==> src/rtl/shift_left_2bit_pkg.sv <==
// rtl/shift_left_2bit_pkg.sv - shared datapath widths for branch/jump address shifting
package shift_left_2bit_pkg;

  localparam int DATA_W     = 32;
  localparam int WORD_SHIFT = 2;

endpackage

==> src/rtl/shift_left_2bit.sv <==
// rtl/shift_left_2bit.sv - fixed left shift by SHAMT with overflow report and optional register stage
module shift_left_2bit
  import shift_left_2bit_pkg::*;
#(
  parameter int WIDTH = DATA_W,
  parameter int SHAMT = WORD_SHIFT
) (
  input  logic             clk,
  input  logic             rst_n,
  input  logic [WIDTH-1:0] in,
  input  logic             in_valid,
  output logic [WIDTH-1:0] out,
  output logic [SHAMT-1:0] lost_bits,
  output logic             ovf,
  output logic [WIDTH-1:0] out_q,
  output logic             out_valid
);

  assign out       = {in[WIDTH-1-SHAMT:0], {SHAMT{1'b0}}};
  assign lost_bits = in[WIDTH-1 -: SHAMT];
  // Signed result is exact only if every discarded bit matches the new sign bit.
  assign ovf       = (lost_bits != {SHAMT{out[WIDTH-1]}});

  always_ff @(posedge clk or negedge rst_n) begin
    if (!rst_n) begin
      out_q     <= '0;
      out_valid <= 1'b0;
    end else begin
      out_valid <= in_valid;
      if (in_valid) begin
        out_q <= out;
      end
    end
  end

endmodule

==> config.mk <==
export PLATFORM = sky130hd
export DESIGN_NAME = shift_left_2bit
export DESIGN_NICKNAME = d
export VERILOG_FILES = /design/src/rtl/shift_left_2bit_pkg.sv /design/src/rtl/shift_left_2bit.sv
export SDC_FILE = /design/constraint.sdc
export NUM_CORES = 1
export LEC_CHECK = 0
export ABC_AREA = 0
export BUFFER_PORTS_ARGS = -buffer_cell sky130_fd_sc_hd__buf_2
export CAP_MARGIN = 20
export CORE_ASPECT_RATIO = 2
export CORE_MARGIN = 8
export CORE_UTILIZATION = 43
export CTS_BUF_LIST = sky130_fd_sc_hd__clkbuf_8
export CTS_CLUSTER_DIAMETER = 120
export CTS_CLUSTER_SIZE = 30
export DETAILED_ROUTE_END_ITERATION = 6
export GPL_ROUTABILITY_DRIVEN = 0
export GPL_TIMING_DRIVEN = 1
export MAX_ROUTING_LAYER = met4
export PLACE_DENSITY = 0.82
export SLEW_MARGIN = 40
export SYNTH_ARGS = -nofsm -noshare
export SYNTH_HDL_FRONTEND = slang
export SYNTH_SLANG_ARGS = --single-unit
==> constraint.sdc <==
create_clock -name clk -period 1 [get_ports clk]
set_input_delay 0 -clock clk [delete_from_list [all_inputs] [get_ports clk]]
set_output_delay 0 -clock clk [all_outputs]
set_load 0.02 [all_outputs]
==> out/metrics.yaml <==
status:
  status: "completed"
synthesis:
  yosysWarnings: 0
  synth_most_common_cell: "buf_4"
  synth_area_leaders: "dfrtp_1 50%, mux2_4 29%, buf_4 17%"
  ys_async_sr_fraction: 1.000
  synth.top_cell.area_share: 0.5008
  seq_area_frac_synth: 0.5008
  ys_ff_latch: 31
  yosys.area.top_type: "dfrtp_1"
  netlist_instances: 104
  synth_cell_types: 8
  syn-cell-area_sq_um: 1549
  synth_edf_count: 0
  synth_top_flop_cell: "dfrtp_1"
  syn_area_per_cell_sq_um: 14.89
  yosys-top-cells-count: "36 x buf_4, 31 x dfrtp_1, 30 x mux2_4, 3 x buf_6"
drt:
  drc_errors: 0
  num_vias: 1096
  drt-total-wl_um: 3955
  drt_pass1_iterations: 4
  route.detailed.wl_per_inst_um: 15.51
  antenna_left: 0
  via_per_inst: 4.298
  drtIter0Drc: 20
grt:
  grt_overflow: 0
  grt_pass1_vias: 1292
  use_met3: 0.06522
  grt_pass1_wl_um: 6203
  antenna_found_initial: 0
  grt_max_degree: 32
  grt_busiest_layer: "met2"
  use_met1: 0.1497
  met2_usage: 0.2113
  track_usage: 0.1399
timing:
  slew_viol_final: 0
  hold_viol: 0
  fin_crit_sh: 0.8333
  maxSlewHeadroom: 0.5537
  worstMarginPinSlew_ns: 0.6695
  layout_min_cycle_time_ns: 0.8333
  fmax_ghz: 1.200
  finalSetupTns_ns: 0
  skew_ns: 0
  grt_setup_unrepaired: "false"
  setup_viol: 0
clock_tree:
  htreeDepth: 2
  cts_buffers: 5
  clockBufferDepth: 2
  postCtsSetupBuffers: 0
  clk_latency_ns: 0.27
  root_buffer: "clkbuf_8"
  clk_pin_slew_ns: 0.06
  cts_tree: "built"
  numClockSinks: 31
die:
  core-area_sq_um: 3530
  die_h_um: 100.9
  row_count: 31
  die_w_um: 58.44
  die-area_sq_um: 5895
  start_util: 0.4389
  io_pins: 103
finish:
  stdcell_count: 255
  n_antenna_cell: 0
  syn_to_final_growth_pct: 44.51
  layout-drive-gt1-share: 0.6602
  fin_util: 0.6342
  final_area_sq_um: 2238
  layout.nets: 240
min_path:
  hp-class: "input port to register"
power_and_ir_drop:
  vdd_drop_max_mv: 1.009
  powerDensity_nw_per_um2: 1526
  p_leak_nw: 1.209
  power_mw: 3.416
place:
  dpl.hpwl_um: 2508
  placed_cell_area_sq_um: 1828
  placed_cells: 216
  portBuffers: 98
job:
  drv_cap: 0
critical_path:
  worstPathMaxFanout: 2
  path_class: "input port to output port"
  cp-start-kind: "input port"
  arrival_ns: 0.83
  critPathRequiredTime_ns: 1.00
  end_kind: "output port"
==> cells by family after synthesis <==
kind of cell	synth area share
AND/OR/NAND/NOR	0.009690
other	0.002421
buffers and inverters	0.1963
multiplexers	0.2908
flip-flops	0.5008
==> path summary, 6_finish.rpt <==
path / slack (ns) / depth (start not counted) / startpoint / endpoint
max: 0.17 / 3 / in[3] / out[5]
min in group asynchronous: 0.31 / 2 / rst_n / out_q[19]$_DFFE_PN0P_
max in group asynchronous: 0.25 / 2 / rst_n / out_q[10]$_DFFE_PN0P_
max reg2reg: 0.23 / 1 / out_q[26]$_DFFE_PN0P_ / out_q[26]$_DFFE_PN0P_
min: 0.09 / 2 / in_valid / out_valid$_DFF_PN0_
min reg2reg: 0.51 / 1 / out_q[23]$_DFFE_PN0P_ / out_q[23]$_DFFE_PN0P_
==> metal layers <==
layer  vias up  wire length (um)
li1        503                 -
met5         -                 0
met4         0                74
met1       504              1614
met2        83              1786
met3         6               480
==> area by class of cell <==
class,instances,area [sq um]
clock inverters,1,3.754
clock buffers,7,96.34
flip-flops and latches,31,775.7
fillers,270,1291
well taps,49,61.31
multi-input cells,37,480.5
repair buffers,130,820.8
==> repair_timing <==
item                      4_1_cts  5_1_grt
hold buffers                   31        0
hold endpoints to repair       61        0
resized for setup               0        0
==> power breakdown <==
part / leakage [nW] / internal (mW) / total, mW / switching [mW]
sequential: 0.362 / 1.38 / 1.44 / 0.0656
clock: 0.0557 / 0.617 / 1.04 / 0.420
combinational: 0.791 / 0.445 / 0.935 / 0.490
total: 1.21 / 2.44 / 3.42 / 0.975
==> through the flow <==
step | hold WS (ns) | setup WS [ns]
floorplan | -0.2956 | 0.1653
global placement | 0.05448 | 0.2132
detailed placement | 0.07006 | 0.1897
CTS | 0.08574 | 0.1536
global route | 0.09664 | 0.1074
finish | 0.09482 | 0.1667
==> worst max-delay path, stage by stage <==
cell and delay, ns:
dlygate4sd3_1 0.55, buf_2 0.13, buf_2 0.15
==> registers in the layout, indices dropped and copies added (netlist names) <==
signal and flops:
out_valid 1, out_q 30
==> cells in the final DEF (no fill, tap or decap) <==
cell type / instances
conb_1: 4
dlygate4sd3_1: 31
nor2_1: 1
nor3_1: 1
mux2_4: 30
dfrtp_1: 31
buf_12: 1
and3_1: 1
inv_1: 1
clkbuf_8: 7
buf_2: 98
No activity file was read; power rests on OpenSTA's default activity.
